## config.mk

```make
export PLATFORM = sky130hd
export DESIGN_NAME = regmap_access_arbiter
export DESIGN_NICKNAME = d
export VERILOG_FILES = /design/src/rtl/regmap_access_arbiter.sv
export SDC_FILE = /design/constraint.sdc
export NUM_CORES = 1
export LEC_CHECK = 0
export CAP_MARGIN = 20
export CORE_UTILIZATION = 41
export DETAILED_ROUTE_END_ITERATION = 8
export GPL_TIMING_DRIVEN = 0
export PLACE_DENSITY = 0.79
export SLEW_MARGIN = 15
export SYNTH_ARGS = -nofsm -noshare
export SYNTH_HDL_FRONTEND = slang
export SYNTH_SLANG_ARGS = --single-unit
```

## constraint.sdc

```tcl
create_clock -name clk_i -period 1.95 [get_ports clk_i]
set_clock_uncertainty 0.1 [all_clocks]
set_input_delay 0.2925 -clock clk_i [delete_from_list [all_inputs] [get_ports clk_i]]
set_output_delay 0.2925 -clock clk_i [all_outputs]
set_load 0.05 [all_outputs]
```

## src/rtl/regmap_access_arbiter.sv

```systemverilog
// regmap_access_arbiter
//
// Two-port arbiter in front of the register map's single access port.
// Port 0 is the SPI slave memory interface (already in the clk_i domain)
// and port 1 is the on-chip sequencer. An accepted request becomes a
// one-cycle read or write strobe. A read then waits READ_LATENCY cycles
// for read_data_i. A one-cycle completion pulse goes back to the port
// that issued the request. Writes to status addresses (addr >=
// NUM_CONFIG_REG) are dropped and are reported with rspk_err_o.
//
// Ports (k = 0, 1):
//   clk_i, rstn_n           clock, asynchronous active-low reset
//   reqk_valid_i/ready_o    request handshake (ready is combinational)
//   reqk_we_i/addr_i/wdata_i request fields, held stable until accepted
//   rspk_valid_o/rdata_o/err_o  registered one-cycle completion
//   addr_o, write_data_o    register map address / write data (held)
//   write_en_o, read_en_o   one-cycle register map strobes
//   read_data_i             register map read data
//   busy_o                  high whenever the FSM is not idle
//   last_grant_o            index of the most recently accepted port

module regmap_access_arbiter #(
    parameter int ADDR_WIDTH     = 7,
    parameter int DATA_WIDTH     = 8,
    parameter int NUM_CONFIG_REG = 96,
    parameter int READ_LATENCY   = 1
) (
    input  logic                  clk_i,
    input  logic                  rstn_n,

    input  logic                  req0_valid_i,
    output logic                  req0_ready_o,
    input  logic                  req0_we_i,
    input  logic [ADDR_WIDTH-1:0] req0_addr_i,
    input  logic [DATA_WIDTH-1:0] req0_wdata_i,
    output logic                  rsp0_valid_o,
    output logic [DATA_WIDTH-1:0] rsp0_rdata_o,
    output logic                  rsp0_err_o,

    input  logic                  req1_valid_i,
    output logic                  req1_ready_o,
    input  logic                  req1_we_i,
    input  logic [ADDR_WIDTH-1:0] req1_addr_i,
    input  logic [DATA_WIDTH-1:0] req1_wdata_i,
    output logic                  rsp1_valid_o,
    output logic [DATA_WIDTH-1:0] rsp1_rdata_o,
    output logic                  rsp1_err_o,

    output logic [ADDR_WIDTH-1:0] addr_o,
    output logic [DATA_WIDTH-1:0] write_data_o,
    output logic                  write_en_o,
    output logic                  read_en_o,
    input  logic [DATA_WIDTH-1:0] read_data_i,
    output logic                  busy_o,
    output logic                  last_grant_o
);

    typedef enum logic [1:0] {
        S_IDLE = 2'd0,
        S_CMD  = 2'd1,
        S_WAIT = 2'd2,
        S_RSP  = 2'd3
    } state_t;

    localparam logic [1:0]          LAT       = 2'(READ_LATENCY);
    // One extra bit so NUM_CONFIG_REG == 2**ADDR_WIDTH still compares correctly.
    localparam logic [ADDR_WIDTH:0] CFG_LIMIT = (ADDR_WIDTH + 1)'(NUM_CONFIG_REG);

    // ------------------------------------------------------------------
    // Requests gathered into arrays so the grant index can select them
    // ------------------------------------------------------------------
    logic [1:0]            req_valid;
    logic [1:0]            req_we;
    logic [ADDR_WIDTH-1:0] req_addr  [2];
    logic [DATA_WIDTH-1:0] req_wdata [2];

    assign req_valid    = {req1_valid_i, req0_valid_i};
    assign req_we       = {req1_we_i, req0_we_i};
    assign req_addr[0]  = req0_addr_i;
    assign req_addr[1]  = req1_addr_i;
    assign req_wdata[0] = req0_wdata_i;
    assign req_wdata[1] = req1_wdata_i;

    // ------------------------------------------------------------------
    // State and datapath registers
    // ------------------------------------------------------------------
    state_t                state_q, state_d;
    logic                  ptr_q, ptr_d;
    logic                  last_grant_q, last_grant_d;   // also the in-flight port
    logic                  req_we_q, req_we_d;
    logic                  err_q, err_d;
    logic [1:0]            cnt_q, cnt_d;
    logic [ADDR_WIDTH-1:0] addr_q, addr_d;
    logic [DATA_WIDTH-1:0] wdata_q, wdata_d;
    logic                  write_en_q, write_en_d;
    logic                  read_en_q, read_en_d;
    logic                  busy_q, busy_d;
    logic [1:0]            rsp_valid_q, rsp_valid_d;
    logic [1:0]            rsp_err_q, rsp_err_d;
    logic [DATA_WIDTH-1:0] rsp_rdata_q [2];
    logic [DATA_WIDTH-1:0] rsp_rdata_d [2];

    // ------------------------------------------------------------------
    // Selection: a lone valid wins, a tie goes to the round-robin pointer
    // ------------------------------------------------------------------
    logic sel;
    logic accept;

    always_comb begin
        sel = ptr_q;
        if (req_valid == 2'b01) begin
            sel = 1'b0;
        end else if (req_valid == 2'b10) begin
            sel = 1'b1;
        end
    end

    assign accept       = (state_q == S_IDLE) && req_valid[sel];
    assign req0_ready_o = (state_q == S_IDLE) && req_valid[0] && (sel == 1'b0);
    assign req1_ready_o = (state_q == S_IDLE) && req_valid[1] && (sel == 1'b1);

    // ------------------------------------------------------------------
    // FSM: state register
    // ------------------------------------------------------------------
    always_ff @(posedge clk_i or negedge rstn_n) begin
        if (!rstn_n) begin
            state_q <= S_IDLE;
        end else begin
            state_q <= state_d;
        end
    end

    // ------------------------------------------------------------------
    // FSM: next state
    // ------------------------------------------------------------------
    always_comb begin
        state_d = state_q;
        unique case (state_q)
            S_IDLE:  if (accept) state_d = S_CMD;
            S_CMD:   state_d = (!req_we_q && (LAT != 2'd0)) ? S_WAIT : S_RSP;
            S_WAIT:  if (cnt_q == LAT) state_d = S_RSP;
            S_RSP:   state_d = S_IDLE;
            default: state_d = S_IDLE;
        endcase
    end

    // ------------------------------------------------------------------
    // FSM: outputs. Every output is registered, so the values for the
    // next cycle are computed here from the current state and the
    // transition being taken.
    // ------------------------------------------------------------------
    always_comb begin
        ptr_d          = ptr_q;
        last_grant_d   = last_grant_q;
        req_we_d       = req_we_q;
        err_d          = err_q;
        cnt_d          = cnt_q;
        addr_d         = addr_q;
        wdata_d        = wdata_q;
        write_en_d     = 1'b0;
        read_en_d      = 1'b0;
        busy_d         = (state_d != S_IDLE);
        rsp_valid_d    = 2'b00;
        rsp_err_d      = 2'b00;
        rsp_rdata_d[0] = '0;
        rsp_rdata_d[1] = '0;

        if (accept) begin
            // Latch the request and arm the strobe for the CMD cycle.
            ptr_d        = ~sel;
            last_grant_d = sel;
            req_we_d     = req_we[sel];
            addr_d       = req_addr[sel];
            wdata_d      = req_wdata[sel];
            err_d        = req_we[sel] && ({1'b0, req_addr[sel]} >= CFG_LIMIT);
            write_en_d   = req_we[sel] && ({1'b0, req_addr[sel]} < CFG_LIMIT);
            read_en_d    = !req_we[sel];
            cnt_d        = 2'd1;
        end

        if (state_q == S_WAIT && state_d == S_WAIT) begin
            cnt_d = cnt_q + 2'd1;
        end

        // Entering RSP is also the read-data capture cycle: the last WAIT
        // cycle, or the CMD cycle itself for writes and zero latency.
        if (state_d == S_RSP && state_q != S_RSP) begin
            rsp_valid_d[last_grant_q] = 1'b1;
            rsp_err_d[last_grant_q]   = err_q;
            rsp_rdata_d[last_grant_q] = req_we_q ? '0 : read_data_i;
        end
    end

    always_ff @(posedge clk_i or negedge rstn_n) begin
        if (!rstn_n) begin
            ptr_q          <= 1'b0;
            last_grant_q   <= 1'b0;
            req_we_q       <= 1'b0;
            err_q          <= 1'b0;
            cnt_q          <= 2'd0;
            addr_q         <= '0;
            wdata_q        <= '0;
            write_en_q     <= 1'b0;
            read_en_q      <= 1'b0;
            busy_q         <= 1'b0;
            rsp_valid_q    <= 2'b00;
            rsp_err_q      <= 2'b00;
            rsp_rdata_q[0] <= '0;
            rsp_rdata_q[1] <= '0;
        end else begin
            ptr_q          <= ptr_d;
            last_grant_q   <= last_grant_d;
            req_we_q       <= req_we_d;
            err_q          <= err_d;
            cnt_q          <= cnt_d;
            addr_q         <= addr_d;
            wdata_q        <= wdata_d;
            write_en_q     <= write_en_d;
            read_en_q      <= read_en_d;
            busy_q         <= busy_d;
            rsp_valid_q    <= rsp_valid_d;
            rsp_err_q      <= rsp_err_d;
            rsp_rdata_q[0] <= rsp_rdata_d[0];
            rsp_rdata_q[1] <= rsp_rdata_d[1];
        end
    end

    // ------------------------------------------------------------------
    // Output mapping
    // ------------------------------------------------------------------
    assign addr_o       = addr_q;
    assign write_data_o = wdata_q;
    assign write_en_o   = write_en_q;
    assign read_en_o    = read_en_q;
    assign busy_o       = busy_q;
    assign last_grant_o = last_grant_q;
    assign rsp0_valid_o = rsp_valid_q[0];
    assign rsp0_err_o   = rsp_err_q[0];
    assign rsp0_rdata_o = rsp_rdata_q[0];
    assign rsp1_valid_o = rsp_valid_q[1];
    assign rsp1_err_o   = rsp_err_q[1];
    assign rsp1_rdata_o = rsp_rdata_q[1];

endmodule

```

==> metrics.md, run 1 <==
| Metric | Value |
|---|---|
| Dominant cells by area after synthesis | `dfrtp_1 61%, and2_1 5.7%, a222oi_1 4.3%` |
| Total power | `4.83 mW` |
| Detailed-route wire length | `4410 um` |
| FMAX | `around 520 MHz` |
| Vias | `1529` |
| CTS Root Cell | `clkbuf_8` |
| Core Region | `approximately 0.0044 mm2` |
| Hold Crit Class | `input port to asynchronous set/reset pin` |
| Startpoint Class | `input port` |
| Placer Congestion | `roughly 0.75` |
| Post-synth cell types | `29` |
| GRT Resource Usage Total | `0.191` |
| CTS tree | `built` |
| Sw frac | `0.449` |
| Data arrival time of the worst path | `about 1.5 ns` |
| Cts bufs inserted | `5` |
| Fill cells | `363` |
| DR DRC count | `0` |
| Layout cells sized above 1 | `0.151` |
| Synth Area in Compound Gates | `0.114` |
| Cells after Synth | `155` |
| Yosys reg bits | `between 40 and 50` |
| Switching power | `2.17 mW` |
| Crit Path Class | `input port to output pin` |
| Overflow after GRT | `0` |
| Io pins | `85` |
| Initial Util | `0.427` |
| Fin util | `0.690` |
| Sequential cell area | `0.00115 mm2` |
| Setup slack after layout | `0.0306 ns` |
| CP top delay family | `buffers and inverters` |
| DIE HEIGHT | `69.6 um` |
| Buf/Inv on CP | `2` |
| Largest net degree at the start of global routing | `30` |
| Syn_nets | `approximately 200` |
| Worst-Margin Slew | `0.523 ns` |
| Leak Pwr | `~1.4 nW` |
| Vias per cell | `about 5` |
| Syn_area_per_cell | `approximately 12 um2` |
| Synth Area in XOR/XNOR | `0` |
| CP Capture Type | `output pin` |
| Final hold vios | `0` |
| Slowest cell on crit path | `clkdlybuf4s50_1` |
| Clk pwr share | `0.144` |
| Ys Warns | `0` |
| Post-Synth Adder-Cell Area | `0.0334` |
| Routed Antenna Nets | `0` |
| WP data required | `1.56 ns` |
| Run status | `complete, no violations` |
| Part of the power in combinational logic | `0.548` |
| Clock Sinks | `46` |
| Mux cell area share after synthesis | `0.0628` |
| Register share of total power | `0.308` |
| CP max stage delay | `0.56 ns` |
| Seq/Total Area, Yosys | `0.615` |
| Fin crit period | `1.92 ns` |
| Initial antenna violation count | `0` |
| VDD IR max | `about 0.75 mV` |
| Top-area cell type share of the netlist area | `0.615` |
| Max-cap viol count | `0` |
| Syn Std Cell Area | `roughly 0.0019 mm2` |
| WL per Instance | `14.6 um` |
| Reg clk slew, reported paths | `about 0.09 ns` |
| First DRT Iteration DRCs | `119` |
| Maximum fanout along the worst path | `10` |
| Synth area leader | `dfrtp_1` |
| H-tree levels | `2` |
| Die ar. | `0.00484 mm2` |
| Simple-Gate Fraction of Synth Area | `0.133` |
| Worst rel slew slack | `0.650` |
| DIE WIDTH | `69.6 um` |
| Syn-to-layout area delta | `61.5%` |
| Pwr Density | `1600 mW/mm2` |
| First-pass GRT wire length | `around 7300 um` |
| Final setup fails | `0` |
| # port buffers | `84` |
| Dpl hpwl | `3160 um` |
| Drt pass-1 iters | `4` |
| Multi-input combinational cell area | `721 um2` |
| RSZ-0062 raised after global routing | `true` |
| Slew Viols, Final | `0` |
| Dpl ws | `-0.986 ns` |
| Crit path cell chain | `clkdlybuf4s50_1, a21boi_2, and2_4, buf_4` |
| # rows | `24` |
| Number of global-route vias before repair | `1579` |
| Skew-Pair Late Insertion Delay | `0.30 ns` |
| Int Pwr | `2.66 mW` |
| Final nets | `299` |
| Worst-case clock buffer depth | `2` |
| Largest family of logic cells by synthesized area | `simple AND/OR/NAND/NOR gates` |
| ANT cells | `0` |
| Final period util | `0.984` |
[cell usage in the layout, fill, tap and decap left out, types with 3 or more instances in the layout]
| master | synthesis | layout |
|---|---|---|
| dfrtp_1 | 46 | 45 |
| a21o_1 | 3 | 3 |
| clkdlybuf4s50_1 | 0 | 79 |
| inv_1 | 14 | 12 |
| nand2_1 | 13 | 13 |
| buf_4 | 1 | 5 |
| ha_1 | 5 | 3 |
| mux2i_1 | 8 | 8 |
| a222oi_1 | 8 | 8 |
| clkbuf_8 | 0 | 5 |
| o21ai_0 | 10 | 9 |
| and2_1 | 17 | 15 |
[power by group through the flow]
stage	Sequential (mW)	Combinational [mW]	Clock (mW)
final	1.49	2.65	0.696
after detailed placement	1.48	2.40	0
after CTS	1.48	2.55	0.704
after global routing	1.53	2.82	0.745
after global placement	1.47	2.35	0
after floorplan	2.32	0.737	0
[final timing paths]
path | endpoint | start | depth (start not counted) | slack (ns)
setup / recovery | req0_ready_o | req1_valid_i | 4 | 0.03
max in group asynchronous | state_q[1]$_DFF_PN0_ | rstn_n | 3 | 0.92
hold reg to reg | addr_o[6]$_DFFE_PN0P_ | addr_o[6]$_DFFE_PN0P_ | 2 | 0.39
min in group clk_i | addr_o[6]$_DFFE_PN0P_ | addr_o[6]$_DFFE_PN0P_ | 2 | 0.39
hold / removal | rsp0_rdata_o[4]$_DFF_PN0_ | rstn_n | 2 | 0.34
setup reg to reg | rsp0_rdata_o[6]$_DFF_PN0_ | state_q[1]$_DFF_PN0_ | 6 | 0.03
[metrics by stage]
stage | hold WS [ns] | area [um2] | instances | setup TNS [ns]
6_report | 0.341 | 3020 | 303 | 0
5_1_grt | 0.389 | 3020 | 303 | -0.193
4_1_cts | 0.350 | 2970 | 302 | 0
3_5_place_dp | 0.144 | 2800 | 292 | -9.21
3_3_place_gp | 0.368 | 2780 | 291 | -40.76
2_1_floorplan | -0.103 | 1870 | 155 | 0
[logic make-up after synthesis]
kind of cell               Yosys count
DFF                                 46
buffers and inverters               20
adders and majority gates            5
AOI/OAI and AO/OA                   29
and+or+nand+nor                     44
muxes                               11
[layout make-up]
class	instances	area share
Clock buffer	5	0.0228
Buffer	5	0.00952
Timing Repair Buffer	89	0.296
Inverter	14	0.0174
Sequential cell	46	0.381
Multi-Input combinational cell	89	0.238
Clock inverter	3	0.0132
Tap cell	52	0.0215
[metal layers]
layer,GRT usage,up-vias,wire length (um)
met4,0.0680,0,40
li1,-,724,-
met2,0.340,54,2400
met3,0.0392,4,215
met5,0,-,0
met1,0.229,747,1750
[timing repair]
action / 4_1_cts / 5_1_grt
pin swaps: 3 / 4
endpoints found under the hold margin: 17 / 0
setup buffers: 2 / 1
resized for setup: 30 / 13
hold buffers: 1 / 0
endpoints found under the setup margin: 30 / 27
[sequential cells by signal, summed over array words and instances, names as in the netlist]
signal,flops
rsp1_rdata_o,8
busy_o,1
addr_o,7
read_en_o,1
rsp_valid_q,2
rsp_err_q,2
rsp0_rdata_o,8
write_en_o,1
write_data_o,8
err_q,1
last_grant_o,1
ptr_q,1
cnt_q,2
req_we_q,1
state_q,2
[Yosys cell counts]
cell type  instances
dfrtp_1           46
and2_1            17
inv_1             14
nand2_1           13
o21ai_0           10
a222oi_1           8
mux2i_1            8
clkbuf_1           5
ha_1               5
a21o_1             3
nor2_1             3
a21oi_1            2
mux2_2             2
nor2b_1            2
nor3_2             2
nor4b_1            2
a2111o_1           1
a211oi_1           1
a21boi_0           1
a31oi_1            1
a32o_1             1
a32oi_1            1
and3_1             1
and3b_1            1
buf_4              1
mux2_4             1
nand2b_1           1
nor3_1             1
or2_2              1
No activity file was read; power rests on OpenSTA's default activity.
==> run 2: changes to the inputs <==
--- a/config.mk
+++ b/config.mk
@@ -8,7 +8,6 @@
 export CAP_MARGIN = 20
 export CORE_UTILIZATION = 41
 export DETAILED_ROUTE_END_ITERATION = 8
-export GPL_TIMING_DRIVEN = 0
 export PLACE_DENSITY = 0.79
 export SLEW_MARGIN = 15
 export SYNTH_ARGS = -nofsm -noshare
==> metrics.md, run 2 (synthesis results as in run 1) <==
| Metric | Value |
|---|---|
| CP max stage delay | `0.40 ns (-0.16 ns)` |
| CP top delay family | `flip-flops` |
| Routed Antenna Nets | `0 (unchanged)` |
| Slowest cell on crit path | `dfrtp_1` |
| Pwr Density | `1520 mW/mm2 (-4.6%)` |
| Worst-case clock buffer depth | `2 (unchanged)` |
| Startpoint Class | `flop` |
| Fin crit period | `1.87 ns (-0.0512 ns)` |
| Dpl hpwl | `3120 um (-1.4%)` |
| Fin util | `0.701 (+0.0114)` |
| Data arrival time of the worst path | `2.00 ns (+0.47 ns)` |
| Sequential cell area | `0.00115 mm2 (-0.11%)` |
| Core Region | `0.00438 mm2 (unchanged)` |
| FMAX | `535 MHz (+2.7%)` |
| Vias | `1555 (+1.7%)` |
| WL per Instance | `12.7 um (-13%)` |
| CTS Root Cell | `clkbuf_8` |
| Final period util | `0.958 (-0.0263)` |
| Skew-Pair Late Insertion Delay | `0.29 ns (about the same)` |
| Drt pass-1 iters | `4 (unchanged)` |
| CP most frequent cell | `buf_4` |
| Setup slack after layout | `0.0818 ns (+0.0512 ns)` |
| Cells on worst reg2reg path | `8 (+2)` |
| Die ar. | `0.00484 mm2 (unchanged)` |
| VDD IR max | `1.09 mV (+46%)` |
| Flop-to-flop setup slack | `0.08 ns (+0.05 ns)` |
| Fill cells | `324 (-11%)` |
| Maximum fanout along the worst path | `7 (-3)` |
| Placer Congestion | `0.795 (+6.5%)` |
| R2R Path Start | `state_q[1]$_DFF_PN0_` |
| Initial antenna violation count | `0 (unchanged)` |
| First-pass GRT wire length | `7110 um (-2.7%)` |
| ANT cells | `0 (unchanged)` |
| Layout cells sized above 1 | `0.174 (+0.0228)` |
| CP Capture Type | `flop` |
| Finished Layout Cells | `316 (+4.3%)` |
| Buf/Inv on CP | `3 (+1)` |
| Slew Viols, Final | `0 (unchanged)` |
| Hold Crit Depth | `2` |
| Hold Crit Class | `flop to flop` |
| CTS tree | `built` |
| Commonest non-fill, non-tap cells in the layout | `80 x clkdlybuf4s50_1, 46 x dfrtp_1, 21 x buf_4, 16 x and2_1, 13 x nand2_1` |
| DR DRC count | `0 (unchanged)` |
| Run status | `complete, no violations` |
| Crit path cell chain | `inv_2, ha_4, nor4b_1, buf_4, a2111o_1, nor3_2, buf_4, and2_1` |
| WP data required | `2.08 ns (+0.52 ns)` |
| H-tree levels | `2 (unchanged)` |
| Io pins | `85 (unchanged)` |
| Max-cap viol count | `0 (unchanged)` |
| Initial Util | `0.427 (unchanged)` |
| Most common cell after layout, fill and taps aside | `clkdlybuf4s50_1` |
| Cts bufs inserted | `5 (unchanged)` |
| Worst Hold End | `addr_o[4]$_DFFE_PN0P_` |
| Clock Sinks | `46 (unchanged)` |
| Final hold vios | `0 (unchanged)` |
| Worst-Margin Slew | `0.543 ns (+0.0198 ns)` |
| FF-to-FF End | `rsp1_rdata_o[7]$_DFF_PN0_` |
| Worst rel slew slack | `0.638 (-0.0121)` |
| Total power | `4.68 mW (-3.0%)` |
| DIE HEIGHT | `69.6 um (unchanged)` |
| Placed insts | `304 (+4.1%)` |
| GRT Resource Usage Total | `0.186 (-0.00533)` |
| Overflow after GRT | `0 (unchanged)` |
| Number of global-route vias before repair | `1631 (+3.3%)` |
| DIE WIDTH | `69.6 um (unchanged)` |
| First DRT Iteration DRCs | `72 (-39%)` |
| Largest net degree at the start of global routing | `25 (-17%)` |
| Dpl ws | `-0.136 ns (+0.850 ns)` |
| # rows | `24 (unchanged)` |
| Reg clk slew, reported paths | `0.08 ns (about the same)` |
| HP Start | `addr_o[4]$_DFFE_PN0P_` |
| # port buffers | `84 (unchanged)` |
| Leak Pwr | `1.46 nW (+2.8%)` |
| Hold slack | `0.380 ns (+0.0394 ns)` |
| Multi-input combinational cell area | `669 um2 (-7.1%)` |
| Crit Path Class | `flop to flop` |
| Syn-to-layout area delta | `64.1%` |
| Detailed-route wire length | `4010 um (-9.2%)` |
| Final nets | `312 (+4.3%)` |
| Final setup fails | `0 (unchanged)` |
| Vias per cell | `4.92 (-2.5%)` |
-- run 2: cell types whose count changed in the layout (fill, tap and decap cells not counted), sizes merged --
| cell | change |
|---|---|
| dlymetal6s2s | -1 |
| buf | +17 |
| bufinv | -1 |
| clkbuf | -1 |
| clkinv | -1 |
| dlygate4sd2 | -1 |
| clkdlybuf4s50 | +1 |
-- run 2: routing by layer --
| layer | up-vias | routed length, um | track usage |
|---|---|---|---|
| li1 | 749 | - | - |
| met1 | 745 | 1710 | 0.215 |
| met2 | 56 | 2030 | 0.333 |
| met3 | 5 | 216 | 0.0494 |
| met4 | 0 | 56 | 0.0612 |
| met5 | - | 0 | 0 |
-- run 2: what timing repair did --
action                                  CTS  global route
pin swaps                                 1             1
endpoints found under the hold margin    22             0
gates resized for setup                   5             7
endpoints found under the setup margin    2            20
hold buffers                              1             0
buffers inserted                          0             3
-- run 2: worst max-delay path by stage --
stage	start	endpoint	slack, ns	depth (start not counted)
finish	state_q[1]$_DFF_PN0_	rsp1_rdata_o[7]$_DFF_PN0_	0.08	8
global route	state_q[1]$_DFF_PN0_	rsp0_rdata_o[4]$_DFF_PN0_	-0.002	8
CTS	state_q[0]$_DFF_PN0_	rsp1_rdata_o[7]$_DFF_PN0_	0.009	7
detailed placement	req1_valid_i	rsp1_rdata_o[7]$_DFF_PN0_	-0.14	7
global placement	req1_valid_i	rsp1_rdata_o[7]$_DFF_PN0_	-0.09	7
floorplan	state_q[0]$_DFF_PN0_	write_data_o[0]$_DFFE_PN0P_	0.08	6
-- run 2: stage by stage --
| stage | TNS (ns) | instance area (um2) |
|---|---|---|
| floorplan | 0 | 1870 |
| global route | -0.00212 | 3070 |
| global placement | -2.04 | 2920 |
| CTS | 0 | 3040 |
| finish | 0 | 3070 |
| detailed placement | -3.02 | 2920 |
-- run 2: worst reg2reg max path, stage by stage, from the launching register on --
cell      delay (ns)
dfrtp_1         0.40
inv_2           0.07
ha_4            0.17
nor4b_1         0.14
buf_4           0.14
a2111o_1        0.37
nor3_2          0.13
buf_4           0.16
and2_1          0.13
-- run 2: report_power, final --
part	switching [mW]	leakage, nW	total [mW]	internal (mW)
registers	0.183	0.597	1.46	1.27
logic	1.58	0.815	2.64	1.06
clock network	0.296	0.0482	0.582	0.286
-- run 2: area by class of cell --
type                    instances  share of cell area
well taps                      52              0.0212
multi-input cells              89               0.218
clock buffers                   7              0.0281
clock inverters                 1             0.00163
inverters                      14              0.0171
repair buffers                107               0.340
flip-flops and latches         46               0.374
